==> config.mk <==
export PLATFORM = sky130hd
export DESIGN_NAME = mmio_uart_tx
export DESIGN_NICKNAME = d
export VERILOG_FILES = /design/src/rtl/mmio_uart_tx.sv
export SDC_FILE = /design/constraint.sdc
export NUM_CORES = 1
export LEC_CHECK = 0
export CORE_MARGIN = 2
export CORE_UTILIZATION = 30
export CTS_BUF_LIST = sky130_fd_sc_hd__clkbuf_8
export DETAILED_ROUTE_END_ITERATION = 12
export GPL_TIMING_DRIVEN = 0
export PLACE_DENSITY = 0.68
export SETUP_SLACK_MARGIN = 0.15
export SKIP_CTS_REPAIR_TIMING = 1
export SYNTH_ARGS = -nofsm -noshare
export SYNTH_HDL_FRONTEND = slang
export SYNTH_SLANG_ARGS = --single-unit
==> constraint.sdc <==
create_clock -name clk -period 3.7 [get_ports clk]
set_input_delay 0.925 -clock clk [delete_from_list [all_inputs] [get_ports clk]]
set_output_delay 0.925 -clock clk [all_outputs]
set_load 0.01 [all_outputs]
==> src/rtl/mmio_uart_tx.sv <==
// Memory-mapped 8N1 UART transmitter with a small byte FIFO and a STATUS register.
// Define UART_PARITY_EN to insert an even-parity bit between the data bits and the stop bit.
module mmio_uart_tx #(
    parameter int unsigned CLKS_PER_BIT = 16,
    parameter int unsigned FIFO_DEPTH   = 4,
    parameter logic [31:0] BASE_ADDR    = 32'h0000_0100
) (
    input  logic        clk,
    input  logic        reset,
    input  logic        MemWrite,
    input  logic [31:0] DataAdr,
    input  logic [31:0] WriteData,
    output logic [31:0] ReadData,
    output logic        sel,
    output logic        tx,
    output logic        busy
);
    localparam int AW = $clog2(FIFO_DEPTH);
    localparam int CW = $clog2(CLKS_PER_BIT);

    typedef enum logic [2:0] {IDLE, START, DATA, PARITY, STOP} state_e;

    state_e          state_q;
    logic [CW-1:0]   cnt_q;
    logic [2:0]      idx_q;
    logic [7:0]      data_q;
    logic            tx_q;
    logic            ovf_q;
    logic [7:0]      mem_q [FIFO_DEPTH];
    logic [AW:0]     wr_ptr_q, rd_ptr_q;

    logic hit_tx, hit_st, empty, full, bit_done, pop, push, drop;
    logic [7:0] head;
    logic [2:0] idx_nxt;
    logic unused_wdata;

    assign unused_wdata = ^WriteData[31:8];

    assign hit_tx   = (DataAdr == BASE_ADDR);
    assign hit_st   = (DataAdr == BASE_ADDR + 32'd4);
    assign sel      = hit_tx | hit_st;

    assign empty    = (wr_ptr_q == rd_ptr_q);
    assign full     = (wr_ptr_q[AW] != rd_ptr_q[AW]) && (wr_ptr_q[AW-1:0] == rd_ptr_q[AW-1:0]);
    assign head     = mem_q[rd_ptr_q[AW-1:0]];
    assign bit_done = (cnt_q == CW'(CLKS_PER_BIT - 1));
    assign idx_nxt  = idx_q + 3'd1;

    // A pop in the same edge frees a slot, so a push into a full FIFO still lands.
    assign pop  = !empty && ((state_q == IDLE) || ((state_q == STOP) && bit_done));
    assign push = MemWrite && hit_tx && (!full || pop);
    assign drop = MemWrite && hit_tx && full && !pop;

    assign busy = (state_q != IDLE);
    assign tx   = tx_q;

    always_comb begin
        ReadData = '0;
        if (hit_st) ReadData = {28'b0, ovf_q, busy, full, empty};
    end

    always_ff @(posedge clk) begin
        if (push) mem_q[wr_ptr_q[AW-1:0]] <= WriteData[7:0];
    end

    always_ff @(posedge clk or negedge reset) begin
        if (!reset) begin
            wr_ptr_q <= '0;
            rd_ptr_q <= '0;
            ovf_q    <= 1'b0;
        end else begin
            if (push) wr_ptr_q <= wr_ptr_q + 1'b1;
            if (pop)  rd_ptr_q <= rd_ptr_q + 1'b1;
            if (MemWrite && hit_st) ovf_q <= 1'b0;
            else if (drop)          ovf_q <= 1'b1;
        end
    end

    always_ff @(posedge clk or negedge reset) begin
        if (!reset) begin
            state_q <= IDLE;
            cnt_q   <= '0;
            idx_q   <= '0;
            data_q  <= '0;
            tx_q    <= 1'b1;
        end else begin
            case (state_q)
                IDLE: begin
                    if (!empty) begin
                        state_q <= START;
                        cnt_q   <= '0;
                        data_q  <= head;
                        tx_q    <= 1'b0;
                    end
                end
                START: begin
                    if (bit_done) begin
                        state_q <= DATA;
                        cnt_q   <= '0;
                        idx_q   <= '0;
                        tx_q    <= data_q[0];
                    end else begin
                        cnt_q <= cnt_q + 1'b1;
                    end
                end
                DATA: begin
                    if (bit_done) begin
                        cnt_q <= '0;
                        if (idx_q == 3'd7) begin
`ifdef UART_PARITY_EN
                            state_q <= PARITY;
                            tx_q    <= ^data_q;
`else
                            state_q <= STOP;
                            tx_q    <= 1'b1;
`endif
                        end else begin
                            idx_q <= idx_nxt;
                            tx_q  <= data_q[idx_nxt];
                        end
                    end else begin
                        cnt_q <= cnt_q + 1'b1;
                    end
                end
                PARITY: begin
                    if (bit_done) begin
                        state_q <= STOP;
                        cnt_q   <= '0;
                        tx_q    <= 1'b1;
                    end else begin
                        cnt_q <= cnt_q + 1'b1;
                    end
                end
                STOP: begin
                    if (bit_done) begin
                        cnt_q <= '0;
                        // Chain straight into the next frame when more bytes are queued.
                        if (!empty) begin
                            state_q <= START;
                            data_q  <= head;
                            tx_q    <= 1'b0;
                        end else begin
                            state_q <= IDLE;
                            tx_q    <= 1'b1;
                        end
                    end else begin
                        cnt_q <= cnt_q + 1'b1;
                    end
                end
                default: begin
                    state_q <= IDLE;
                    tx_q    <= 1'b1;
                end
            endcase
        end
    end
endmodule

==> results of run 1 <==
==> routing by layer <==
layer  wire, um  global-route usage, %
met5          0                      0
met4         44                  3.441
met3        308                  4.032
met2       2837                  19.33
met1       2291                  12.56
==> flip-flops by register name, summed over array words and instances, names as in the netlist <==
| name | cells |
|---|---|
| mem_q | 32 |
| data_q | 8 |
| cnt_q | 4 |
| idx_q | 3 |
| rd_ptr_q | 3 |
| state_q | 3 |
| wr_ptr_q | 3 |
| ovf_q | 1 |
| tx | 1 |
==> cells in the mapped netlist (all sizes together) (2+ instances only) <==
| cell | n | share of area [%] |
|---|---|---|
| and3 | 3 | 0.64 |
| mux2 | 11 | 4.3 |
| xnor2 | 6 | 1.8 |
| nand4 | 3 | 0.64 |
| nand3 | 6 | 1.4 |
| o21ai | 5 | 0.85 |
| mux4 | 11 | 8.4 |
| nor2 | 11 | 1.5 |
| inv | 5 | 0.64 |
| a21oi | 12 | 2.0 |
| dfrtp | 25 | 21 |
| nor3b | 2 | 0.89 |
| or3 | 2 | 0.42 |
| a22oi | 3 | 0.76 |
| clkbuf | 4 | 0.51 |
| edfxtp | 32 | 33 |
| and2 | 4 | 0.85 |
| nand2 | 6 | 0.76 |
| ha | 8 | 3.4 |
| nor4 | 7 | 1.5 |
| a211oi | 2 | 0.68 |
| buf | 31 | 7.9 |
| nor3 | 9 | 1.7 |
==> worst max-delay path, delay by kind of cell <==
| kind | cells | cell delay (ns) |
|---|---|---|
| buffers and inverters | 2 | 0.60 |
| AND/OR/NAND/NOR | 5 | 0.91 |
==> layout make-up <==
type	instances	area share, %
buffer	35	6.260
clock buffer	10	3.460
clock inverter	6	2.076
inverter	5	0.4718
multi-input combinational	152	30.17
sequential	58	40.55
tap	133	4.184
timing repair buffer	50	12.83
==> power breakdown <==
group          internal, mW  switching [mW]
registers             0.686         0.00300
clock network         0.394           0.250
logic                0.0683          0.0401
total                  1.15           0.293
==> cells by family after synthesis <==
logic type | Yosys count
compound gates | 28
other cells | 1
xor+xnor | 7
buf+inv | 40
simple gates | 58
fa+ha+maj | 9
flops | 58
mux | 22
==> path summary, 6_finish.rpt <==
path	from	endpoint	slack, ns	cells after the start
max in group asynchronous	reset	idx_q[1]	1.79	1
worst max-delay path	DataAdr[11]	ReadData[1]	0.33	7
worst min-delay path	wr_ptr_q[2]	wr_ptr_q[2]	0.50	1
worst min register to register	wr_ptr_q[2]	wr_ptr_q[2]	0.50	1
worst max register to register	cnt_q[0]	mem_q[2][3]	1.34	6
min in group asynchronous	reset	cnt_q[1]	1.21	1
==> reports/metrics.yaml, run 1 <==
fin_crit_sh_pct: 91.06
leakagePower_nw: 1.659
io_pins: 102
layout_commonest_cell: "clkdlybuf4s50_1"
synth_edf_count: 32
gp_congestion: 0.8071
pre_cts_ws_ns: -0.1424
die_w_um: 103.2
antenna_cells: 0
drc: 0
synth-async-reset-ratio_pct: 44.83
clockBufferDepth: 2
synthSimpleGateAreaFrac_pct: 11.78
die_area_mm2: 0.01065
yosysSeqAreaShare_pct: 54.64
drtAntennaViolNets: 0
synth.area.mux_share_pct: 12.72
arrival_ns: 2.44
track_usage_pct: 11.02
max_stage_delay_ns: 0.41
layout_min_cycle_time_ns: 3.369
num_vias: 1933
fin_tns_setup_ns: 0
hold_viol_final: 0
syn_to_final_growth_pct: 34.76
synth_compound_area_share_pct: 5.850
cts_made_buffers: 9
synth.distinct_cells: 46
dp_hpwl_um: 3957
path_max_fanout: 4
path_class: "input pin to output port"
final_util_pct: 41.26
tritoncts: "yes"
synth_top_family_by_area: "multiplexers"
skew_ns: 0.01140
grt_pass1_wl_um: 8963
clk-insertion-delay-late_ns: 0.34
drive_gt1_share_pct: 26.58
final_max_slew_viol_count: 0
vias_per_cell: 4.305
clockRootBuffer: "clkbuf_8"
htreeDepth: 3
end_kind: "output port"
cts.sinks: 58
final.hold.worst_slack_ns: 0.4971
nFillCells: 925
synth_warnings: 0
seqCellArea_mm2: 0.001613
fin_cells: 449
floorplan.initialDensity_pct: 30.62
placed_cell_area_mm2: 0.003710
gr-total-overflow: 0
power.density_mw_per_mm2: 362.3
worst_pin_slew_ns: 1.165
avgSynthCellArea_um2: 13.24
synth-seq-cells: 58
hp-class: "register to register"
dp_cells: 432
portBuffers: 49
rsz0062_at_grt: "no"
multi_input_area_mm2: 0.001200
status: "complete, no violations"
synth_xor_area_share_pct: 2.077
maxCapViolCount: 0
die_y_um: 103.2
grt_pass1_vias: 1934
fmax_ghz: 0.2968
setup_slack_ns: 0.3308
drtIter0Drc: 70
ir_drop_uv: 443.8
slowest_stage: "clkdlybuf4s50_1"
design_area_mm2: 0.003978
fin_nets: 386
path_clk_slew_ns: 0.06
synth_flop_cell: "edfxtp_1"
syn_area_mm2: 0.002952
slew_headroom_pct: 22.08
drt-pass1-iter-count: 4
finalSetupViolations: 0
mostFrequentLayoutCells: "clkdlybuf4s50_1 (44), edfxtp_1 (32), buf_4 (30)"
worstPathCellList: "clkdlybuf4s50_1 -> nor4b_2 -> nand4_1 -> nor2_2 -> nand2_1 -> nor3_1 -> dlymetal6s2s_1"
wl_per_cell_um: 12.21
grt_start_max_net_pins: 27
antenna_found_initial: 0
core_mm2: 0.009639
synthCells: 223
finalWirelength_um: 5481
synthAdderAreaFrac_pct: 3.730
finalPower_mw: 1.441
row_count: 36
start_kind: "input pin"
cp.required_ns: 2.77
(Power assumes the default switching activity.)
==> run 2, diff against run 1 <==
--- a/config.mk
+++ b/config.mk
@@ -10,7 +10,7 @@
 export CTS_BUF_LIST = sky130_fd_sc_hd__clkbuf_8
 export DETAILED_ROUTE_END_ITERATION = 12
 export GPL_TIMING_DRIVEN = 0
-export PLACE_DENSITY = 0.68
+export PLACE_DENSITY_LB_ADDON = 0.2
 export SETUP_SLACK_MARGIN = 0.15
 export SKIP_CTS_REPAIR_TIMING = 1
 export SYNTH_ARGS = -nofsm -noshare
==> run 2 against run 1 <==
Cell area increased by 0.66%. Clock power increased by 11%. Routed wire length grew 2.7%. Hold slack worse by 0.0095 ns. Combinational power hardly changed. Critical path depth increased by 1. Sequential share of layout area is 0.27 points lower. Cell count up 0.45%. Non-clock buffer count increased by 2. Clock-buffer cell count shrank 1. Global-route usage increased by 0.34 points. Critical endpoint unchanged.
==> reports/metrics.yaml, run 2 (synthesized netlist as in run 1, its figures left out) <==
status: "complete, no violations"
rsz0062_at_grt: "yes"
fin_crit_sh_pct: 93.83
start_kind: "input pin"
syn_to_final_growth_pct: 35.65
clk-insertion-delay-late_ns: 0.33
die_w_um: 103.2
fin_nets: 388
placed_cell_area_mm2: 0.003710
design_area_mm2: 0.004004
drt-pass1-iter-count: 4
floorplan.initialDensity_pct: 30.62
die_y_um: 103.2
io_pins: 102
dp_cells: 432
path_max_fanout: 2
layout_min_cycle_time_ns: 3.472
dp_hpwl_um: 4116
slowest_stage: "clkdlybuf4s50_1"
fin_tns_setup_ns: 0
final_max_slew_viol_count: 0
path_class: "input pin to output port"
max_stage_delay_ns: 0.41
drc: 0
clockRootBuffer: "clkbuf_8"
grt_start_max_net_pins: 27
tritoncts: "yes"
finalWirelength_um: 5628
finalPower_mw: 1.510
ir_drop_uv: 301.1
grt_pass1_wl_um: 9163
ff2ff_path_depth: 6
maxCapViolCount: 0
hold_viol_final: 0
layout_commonest_cell: "clkdlybuf4s50_1"
leakagePower_nw: 1.676
power.density_mw_per_mm2: 377.1
fmax_ghz: 0.2880
worst_pin_slew_ns: 0.6109
drtIter0Drc: 57
num_vias: 1907
die_area_mm2: 0.01065
arrival_ns: 2.55
gr-total-overflow: 0
grt_pass1_vias: 1898
finalSetupViolations: 0
hp-class: "register to register"
hold_depth: 1
fin_cells: 451
row_count: 36
skew_ns: 0.01053
wl_per_cell_um: 12.48
setup_slack_ns: 0.2281
mostFrequentLayoutCells: "clkdlybuf4s50_1 (43), buf_4 (32), edfxtp_1 (32)"
htreeDepth: 3
final_util_pct: 41.54
cts_made_buffers: 9
drive_gt1_share_pct: 27.04
end_kind: "output port"
worstPathCellList: "clkdlybuf4s50_1 -> nor4_2 -> nand4_1 -> nor2_2 -> buf_4 -> nand2_1 -> nor3_1 -> dlymetal6s2s_1"
path_clk_slew_ns: 0.07
gp_congestion: 0.7738
drtAntennaViolNets: 0
cp.required_ns: 2.77
largest_reg_flops: 32
pre_cts_ws_ns: -0.2218
core_mm2: 0.009639
antenna_found_initial: 0
clockBufferDepth: 2
portBuffers: 49
antenna_cells: 0
cts.sinks: 58
slew_headroom_pct: 59.28
track_usage_pct: 11.37
final.hold.worst_slack_ns: 0.4876
vias_per_cell: 4.228
[run 2: cell types whose count changed in the layout (fill, tap and decap cells not counted)]
cell | before | now
buf_4 | 30 | 32
clkinv_2 | 2 | 0
clkinv_4 | 1 | 3
nor4_1 | 3 | 5
nor4_2 | 4 | 2
buf_2 | 1 | 2
bufinv_16 | 2 | 3
clkbuf_8 | 10 | 9
clkdlybuf4s50_1 | 44 | 43
inv_1 | 6 | 5
inv_6 | 0 | 1
[run 2: area by class of cell]
class	count	area [um2]
clock inverters	7	125.1
flip-flops and latches	58	1613
clock buffers	9	123.9
fillers	953	5635
well taps	133	166.4
inverters	5	18.77
plain buffers	35	249.0
repair buffers	52	520.5
multi-input cells	152	1187
[run 2: power by group]
group	total, mW	switching, mW	internal, mW	leakage (nW)
registers	0.689	0.00308	0.686	0.609
clock network	0.714	0.261	0.453	0.124
logic	0.107	0.0395	0.0675	0.943
total	1.51	0.304	1.21	1.68
[run 2: worst paths after layout]
kind	from	to	slack (ns)
max reg2reg	cnt_q[0]	mem_q[0][2]	1.30
max in group asynchronous	reset	data_q[5]	2.69
min in group asynchronous	reset	ovf_q	0.60
min	wr_ptr_q[2]	wr_ptr_q[2]	0.49
max	DataAdr[31]	ReadData[1]	0.23
min reg2reg	wr_ptr_q[2]	wr_ptr_q[2]	0.49
[run 2: per-layer routing]
metal  vias up  routed length, um  GRT usage [%]
li1        961                  -              -
met1       895               2398          13.47
met2        47               2939          19.73
met3         4                250          3.360
met4         0                 39          3.947
met5         -                  0              0
[run 2: critical path: cells and delay by family]
kind	cells	cell delay (ns)
simple gates	5	0.89
buf+inv	3	0.72
